<file path="src/rtl/boot_loader_pkg.sv">
// rtl/boot_loader_pkg.sv - shared state encoding and default sizes for boot_loader
//
// Contents:
//   state_t          - loader FSM states IDLE, LOAD, DRAIN, DONE (2 bits)
//   DEF_ADDR_WIDTH   - default ROM/memory word address width
//   DEF_DATA_WIDTH   - default word width
//   DEF_WORDS        - default image length in words
package boot_loader_pkg;

   typedef enum logic [1:0] {
      IDLE  = 2'd0,
      LOAD  = 2'd1,
      DRAIN = 2'd2,
      DONE  = 2'd3
   } state_t;

   localparam int DEF_ADDR_WIDTH = 8;
   localparam int DEF_DATA_WIDTH = 8;
   localparam int DEF_WORDS      = 256;

endpackage

</file>
<file path="src/rtl/boot_checksum.sv">
// rtl/boot_checksum.sv - running modular sum of loaded words with zero flag
//
// Ports:
//   clk   in   system clock
//   rst   in   synchronous active-high reset, clears the sum
//   clr   in   clear the sum (start of a new image)
//   add   in   accumulate data this cycle
//   data  in   DATA_WIDTH word to accumulate
//   zero  out  sum is currently zero
module boot_checksum #(
   parameter int DATA_WIDTH = 8
) (
   input  logic                  clk,
   input  logic                  rst,
   input  logic                  clr,
   input  logic                  add,
   input  logic [DATA_WIDTH-1:0] data,
   output logic                  zero
);

   logic [DATA_WIDTH-1:0] sum;

   always_ff @(posedge clk) begin
      if (rst || clr) begin
         sum <= '0;
      end else if (add) begin
         sum <= sum + data;
      end
   end

   assign zero = (sum == '0);

endmodule

</file>
<file path="src/rtl/boot_loader.sv">
// rtl/boot_loader.sv - copies a fixed-size boot ROM image into memory, then releases the CPU
//
// Optional feature macro: BOOT_LOADER_CHECKSUM_EN (image checksum check, drives err)
//
// Ports:
//   clk        in   system clock, all logic on posedge
//   rst        in   synchronous active-high reset
//   rdy        in   one-cycle start pulse from the bootstrap pulse generator
//   rom_addr   out  boot ROM read address
//   rom_data   in   boot ROM data, valid one cycle after rom_addr
//   mem_we     out  memory write enable
//   mem_addr   out  memory write address
//   mem_wdata  out  memory write data
//   busy       out  copy in progress (LOAD or DRAIN)
//   done       out  image loaded
//   cpu_rst    out  CPU reset, high until a successful load completes
//   err        out  checksum failure (0 when the checksum is compiled out)
module boot_loader
   import boot_loader_pkg::*;
#(
   parameter int ADDR_WIDTH = DEF_ADDR_WIDTH,
   parameter int DATA_WIDTH = DEF_DATA_WIDTH,
   parameter int WORDS      = DEF_WORDS
) (
   input  logic                  clk,
   input  logic                  rst,
   input  logic                  rdy,
   output logic [ADDR_WIDTH-1:0] rom_addr,
   input  logic [DATA_WIDTH-1:0] rom_data,
   output logic                  mem_we,
   output logic [ADDR_WIDTH-1:0] mem_addr,
   output logic [DATA_WIDTH-1:0] mem_wdata,
   output logic                  busy,
   output logic                  done,
   output logic                  cpu_rst,
   output logic                  err
);

   // One extra bit so WORDS == 2**ADDR_WIDTH reaches its last index without wrapping.
   localparam logic [ADDR_WIDTH:0] LAST = (ADDR_WIDTH+1)'(WORDS - 1);
   localparam logic [ADDR_WIDTH:0] ONE  = (ADDR_WIDTH+1)'(1);

   state_t                state, state_next;
   logic [ADDR_WIDTH:0]   cnt, cnt_next;
   logic                  start_q;
   logic                  wr_en;
   logic [ADDR_WIDTH-1:0] wr_addr;

   // A start request is registered first; rdy only counts when the loader
   // is not already copying, so a pulse in LOAD/DRAIN is dropped here.
   always_ff @(posedge clk) begin
      if (rst) begin
         state   <= IDLE;
         cnt     <= '0;
         start_q <= 1'b0;
         wr_en   <= 1'b0;
         wr_addr <= '0;
      end else begin
         state   <= state_next;
         cnt     <= cnt_next;
         start_q <= rdy && ((state == IDLE) || (state == DONE));
         wr_en   <= (state == LOAD);
         if (state == LOAD) begin
            wr_addr <= cnt[ADDR_WIDTH-1:0];
         end
      end
   end

   always_comb begin
      state_next = state;
      cnt_next   = cnt;
      case (state)
         IDLE, DONE: begin
            if (start_q) begin
               state_next = LOAD;
               cnt_next   = '0;
            end
         end
         LOAD: begin
            if (cnt == LAST) begin
               state_next = DRAIN;
            end else begin
               cnt_next = cnt + ONE;
            end
         end
         DRAIN: begin
            state_next = DONE;
         end
         default: begin
            state_next = IDLE;
         end
      endcase
   end

   assign rom_addr  = cnt[ADDR_WIDTH-1:0];
   assign mem_we    = wr_en;
   assign mem_addr  = wr_addr;
   // ROM output is already registered; pass it straight through on the write cycle.
   assign mem_wdata = wr_en ? rom_data : '0;
   assign busy      = (state == LOAD) || (state == DRAIN);
   assign done      = (state == DONE);

`ifdef BOOT_LOADER_CHECKSUM_EN
   logic sum_zero;

   // The sum is cleared on the start edge and picks up the final word on
   // the same edge that enters DONE, so err is valid for the whole DONE state.
   boot_checksum #(
      .DATA_WIDTH (DATA_WIDTH)
   ) u_checksum (
      .clk  (clk),
      .rst  (rst),
      .clr  (start_q),
      .add  (wr_en),
      .data (rom_data),
      .zero (sum_zero)
   );

   assign err = (state == DONE) && !sum_zero;
`else
   assign err = 1'b0;
`endif

   assign cpu_rst = !((state == DONE) && !err);

endmodule

</file>
<file path="config.mk">
export PLATFORM = sky130hd
export DESIGN_NAME = boot_loader
export DESIGN_NICKNAME = d
export VERILOG_FILES = /design/src/rtl/boot_loader_pkg.sv /design/src/rtl/boot_checksum.sv /design/src/rtl/boot_loader.sv
export SDC_FILE = /design/constraint.sdc
export NUM_CORES = 1
export LEC_CHECK = 0
export ABC_AREA = 1
export BUFFER_PORTS_ARGS = -buffer_cell sky130_fd_sc_hd__buf_2
export CAP_MARGIN = 5
export CORE_UTILIZATION = 48
export DETAILED_ROUTE_END_ITERATION = 16
export PLACE_DENSITY = 0.74
export SETUP_SLACK_MARGIN = 0.3
export SLEW_MARGIN = 20
export SYNTH_ARGS = -nofsm -noshare
export SYNTH_HDL_FRONTEND = slang
export SYNTH_HIERARCHICAL = 1
export SYNTH_SLANG_ARGS = --single-unit
</file>
<file path="constraint.sdc">
create_clock -name clk -period 2 [get_ports clk]
set_input_delay 0.2 -clock clk [delete_from_list [all_inputs] [get_ports clk]]
set_output_delay 0.2 -clock clk [all_outputs]
set_load 0.01 [all_outputs]
</file>
# [After elaboration in Yosys (flattened, before gate mapping)]
# Cells that the tools add are included.
[totals] ff_bits=21 latch_bits=0 mem_bits_rw=0 rom_bits=0 out_inout_bits=29 word_cells=29 n_memories=0
[op_classes] addsub=1 mul=0 n_div=0 magnitude_cmp=0 n_eq_ne=7 shifts=0 mux=7 bitwise_logic=0 reduce_logical=9
[ops] operator="$mux 9" count=2
[ops] operator="$pmux 9 s2" count=1
[ops] operator="$add 9x1->9 const B" count=1
[ops] operator="$eq 9x8->1 const B" count=1
[ops] operator="$mux 8" count=1
[ops] operator="$ne 2x2->1 const B" count=3
[ops] operator="$pmux 2 s3" count=1
[ops] operator="$eq 2x2->1 const B" count=2
[ops] operator="$mux 2" count=2
[ops] operator="$reduce_and 3->1" count=1
[ops] operator="$eq 2x1->1 const B" count=1
[ops] operator="$logic_not 2->1" count=1
[ops] operator="$logic_or 1x1->1" count=2
[ops] operator="$reduce_and 2->1" count=1
[ops] operator="$reduce_bool 2->1" count=1
[ops] operator="$reduce_or 2->1" count=1
[ops] operator="$logic_and 1x1->1" count=1
[ops] operator="$logic_not 1->1" count=1

# [Longest topological paths before layout]
[logic_depth] depth_word=4 mapped_depth=13 ltp_nobuf=13

# [Least setup slack after synthesis]
# No wires, ideal clock.
[synth_timing] kind="register to register" start="reg cnt[0]" end="reg cnt[3]" arrival_ps=1459 required_time_ps=1885 path_slack_ps=426 path_stages_with_launch=13 n_path_buf=1 path_cell_list="dfxtp_1 -> ha_1 -> nand2_1 -> nor3_1 -> ha_1 -> nand2_2 -> o21ai_2 -> nor2_4 -> buf_6 -> nand2_1 -> nand2_1 -> nand2_1 -> nor2_2"
[synth_via] elab_chain_len=3 word_cells_on_any_way=6 classes_between="add/sub: 1; eq/ne: 2; mux: 2; reduce/logical: 1"
[synth_lines] item="from (decl)" line_no="boot_loader.sv:44" rtl="logic [ADDR_WIDTH:0] cnt, cnt_next;"
[synth_lines] item="from (signal assigned)" line_no="boot_loader.sv:60" rtl="cnt <= cnt_next;"
[synth_lines] item="$add 9x1->9 / $eq 9x8->1 (equally long branches)" line_no="boot_loader.sv:83, boot_loader.sv:80"
[synth_lines] item="$mux 9 / $ne 2x2->1 (equally long branches)"
[synth_lines] item="$pmux 9 s2 / $reduce_and 3->1 (equally long branches)"
# Several ways; a longest one is shown, not always the timed one. The select of a mux whose other input is x is not followed.
# A chain may end at the register's enable or synchronous reset.

# [Worst setup path after layout]
[layout_timing] start="reg cnt[0]" end="reg cnt[1]"
# The elaborated chain is that of the path after synthesis.

==> results.py <==
metrics = {
    "outcome": {
        "status": "complete, no violations",
    },
    "synthesis": {
        "synth_seq_cells": 21,
        "avgSynthCellArea_sq_um": 6.91,
        "netlist_area_sq_um": 1100,
        "synth.net_count": 176,
        "yosysWarningCount": 6,
        "ys_seq_area_share_pct": 38.1,
        "ys_types": 20,
        "syn_inst": 160,
    },
    "global_routing": {
        "overflow": 0,
        "grtUsageTotal_pct": 19.0,
        "grt_pass1_vias": 861,
        "grt_util_met3_pct": 3.09,
        "grt_max_degree": 13,
        "grtUsageMet2_pct": 34.7,
        "antenna_found_initial": 0,
        "busiest_layer": "met2",
        "met1_usage_pct": 22.3,
        "grt_pass1_wl_um": 3640,
    },
    "timing": {
        "fin_tns_setup_ns": 0,
        "fin_skew_ns": 0.00288,
        "drv_slew": 0,
        "fin_crit_sh_pct": 79.8,
        "fmax_ghz": 0.627,
        "finalHoldViolCount": 0,
        "rsz0062_at_grt": "yes",
        "setup_violations": 0,
        "timing.final.ws_setup_ns": 0.404,
        "fin_crit_ns": 1.60,
    },
    "drt": {
        "drt-vias-per-instance": 4.77,
        "first_pass_iters": 7,
        "avgRoutedWirePerCell_um": 10.3,
        "drt-initial-drc-count": 18,
        "drcViolationCount": 0,
        "drtAntennaViolNets": 0,
        "vias": 1045,
        "wirelength_um": 2260,
    },
    "job": {
        "maxCapViolCount": 0,
    },
    "pwr": {
        "p_leak_nw": 0.743,
        "ir_worst_vdd_mv": 1.15,
        "power.density_nw_per_um2": 1310,
    },
    "clock_network": {
        "cts.sinks": 21,
        "cts_buffer_depth": 2,
        "path_clk_slew_ns": 0.12,
        "root_buffer": "clkbuf_4",
        "cts_buffers": 3,
        "cts_tree": "done",
        "clk_latency_ns": 0.30,
        "cts_max_level": 1,
    },
    "place": {
        "place.gp.congestion": 0.827,
        "dp_hpwl_um": 1660,
        "port_buffers": 38,
        "dp_slack_ns": 0.250,
    },
    "setup_path": {
        "crit_slowest_cell": "dfxtp_4",
        "crit_type": "reg -> reg",
        "critPathRequiredTime_ns": 2.23,
        "end_kind": "flop",
        "startpoint_type": "flop",
        "critPathArrivalTime_ns": 1.83,
        "critical_path.max_stage_delay_ns": 0.40,
        "path_max_fanout": 5,
        "cp_cell_sequence": "ha_4 > nand2_2 > nor3_2 > ha_2 > nand2_2 > o21ai_4 > inv_1 > nand2_1 > nand2_1 > a21oi_1",
    },
    "die": {
        "core_sq_um": 2190,
        "std_cell_rows": 17,
        "initial_utilization_pct": 50.4,
        "die_h_um": 50.0,
        "die_w_um": 50.0,
        "die_area_sq_um": 2500,
        "io-pin-count": 40,
    },
    "finish": {
        "layout-drive-gt1-share_pct": 34.6,
        "antennaDiodeCount": 0,
        "area_growth_pct": 21.0,
        "nNetsFinal": 208,
    },
    "hold_path": {
        "hold_class": "in -> reg",
    },
}
[report_power, final]
part           switching, mW  internal [mW]
Combinational          0.565          0.366
Sequential            0.0860          0.534
Clock                  0.128         0.0744
Total                  0.779          0.974
[area by class of cell]
class | count | area [sq um]
Multi-Input combinational cell | 95 | 522
Clock buffer | 3 | 22.5
Timing Repair Buffer | 40 | 205
Tap cell | 28 | 35.0
Sequential cell | 21 | 430
Clock inverter | 1 | 5.00
Inverter | 31 | 116
Fill cell | 211 | 855
[flip-flops by register name, summed over array words and instances, names as in the netlist]
register and flops:
cnt 9, mem_addr 8, mem_we 1, start_q 1, state 2
[repair_timing]
item | in CTS | in global routing
resized for setup | 5 | 13
gates cloned | 1 | 0
hold buffers | 0 | 0
pin swaps | 1 | 3
setup endpoints to repair | 5 | 10
setup buffers | 0 | 1
[cell families (layout without fill, tap and decap cells)]
logic type / count (synthesis) / in the layout / share of synthesized area [%]
AO/OA/AOI/OAI: 25 / 25 / 12.0
adder cells (fa/ha/maj): 5 / 5 / 5.66
buffers and inverters: 45 / 75 / 19.8
flip-flops: 21 / 21 / 38.1
other: 1 / 1 / 0.339
AND/OR/NAND/NOR: 63 / 64 / 24.1
[synth_stat cells]
| cell type | count | area, sq um |
|---|---|---|
| nand2_1 | 38 | 143 |
| inv_1 | 28 | 105 |
| dfxtp_1 | 21 | 420 |
| nor2_1 | 13 | 48.8 |
| a21oi_1 | 12 | 60.1 |
| buf_4 | 9 | 67.6 |
| o21ai_0 | 9 | 45.0 |
| nand3_1 | 6 | 30.0 |
| ha_1 | 5 | 62.6 |
| inv_2 | 3 | 11.3 |
| buf_6 | 2 | 22.5 |
| clkbuf_1 | 2 | 7.51 |
| nor2_4 | 2 | 22.5 |
| nor3_1 | 2 | 10.0 |
| o21ai_1 | 2 | 10.0 |
| o21ai_2 | 2 | 17.5 |
| buf_2 | 1 | 5.00 |
| conb_1 | 1 | 3.75 |
| nand2_2 | 1 | 6.26 |
| nor2_2 | 1 | 6.26 |
[stage by stage]
step	utilization, %	hold slack, ns	power, mW	area (sq um)	instances
after floorplan	-	0.269	1.24	1100	160
after global placement	56.4	0.423	1.36	1230	213
after detailed placement	56.4	0.437	1.39	1230	213
after CTS	58.4	0.114	1.63	1280	218
after global routing	61.0	0.124	1.90	1340	219
final	61.0	0.116	1.75	1340	219
[worst max-delay path: cells and delay by family, from the launching register on]
family	cells	cell delay [ns]
flip-flops	1	0.40
AND/OR/NAND/NOR	5	0.47
adder cells (fa/ha/maj)	2	0.35
buffers and inverters	1	0.06
AO/OA/AOI/OAI	2	0.25
[path summary, 6_finish.rpt]
path                                          start                  end  depth (start not counted)  slack, ns
worst min register to register  cnt[7]$_SDFFE_PP0P_  cnt[7]$_SDFFE_PP0P_                          2       0.48
worst min-delay path                            rdy   start_q$_SDFF_PP0_                          3       0.12
worst max register to register  cnt[0]$_SDFFE_PP0P_  cnt[1]$_SDFFE_PP0P_                         10       0.40
worst max-delay path            cnt[0]$_SDFFE_PP0P_  cnt[1]$_SDFFE_PP0P_                         10       0.40
[per-layer routing]
metal | vias up | wire length (um)
met5 | - | 0
met4 | 0 | 28
met3 | 6 | 120
met2 | 41 | 1050
met1 | 459 | 1060
li1 | 539 | -
[cell usage in the layout (no fill, tap or decap), types with 2 or more instances in the layout]
| cell | synthesis | layout |
|---|---|---|
| buf_2 | 1 | 38 |
| nand2_1 | 38 | 37 |
| inv_1 | 28 | 26 |
| dfxtp_1 | 21 | 17 |
| nor2_1 | 13 | 13 |
| a21oi_1 | 12 | 12 |
| o21ai_0 | 9 | 9 |
| nand3_1 | 6 | 6 |
| inv_2 | 3 | 5 |
| nor2_4 | 2 | 3 |
| clkbuf_4 | 0 | 3 |
| nand2_2 | 1 | 2 |
| o21ai_1 | 2 | 2 |
| ha_4 | 0 | 2 |
| ha_2 | 0 | 2 |
| dfxtp_4 | 0 | 2 |
| dfxtp_2 | 0 | 2 |
| buf_4 | 9 | 2 |
Note: power is estimated with default switching activity, not from simulation.
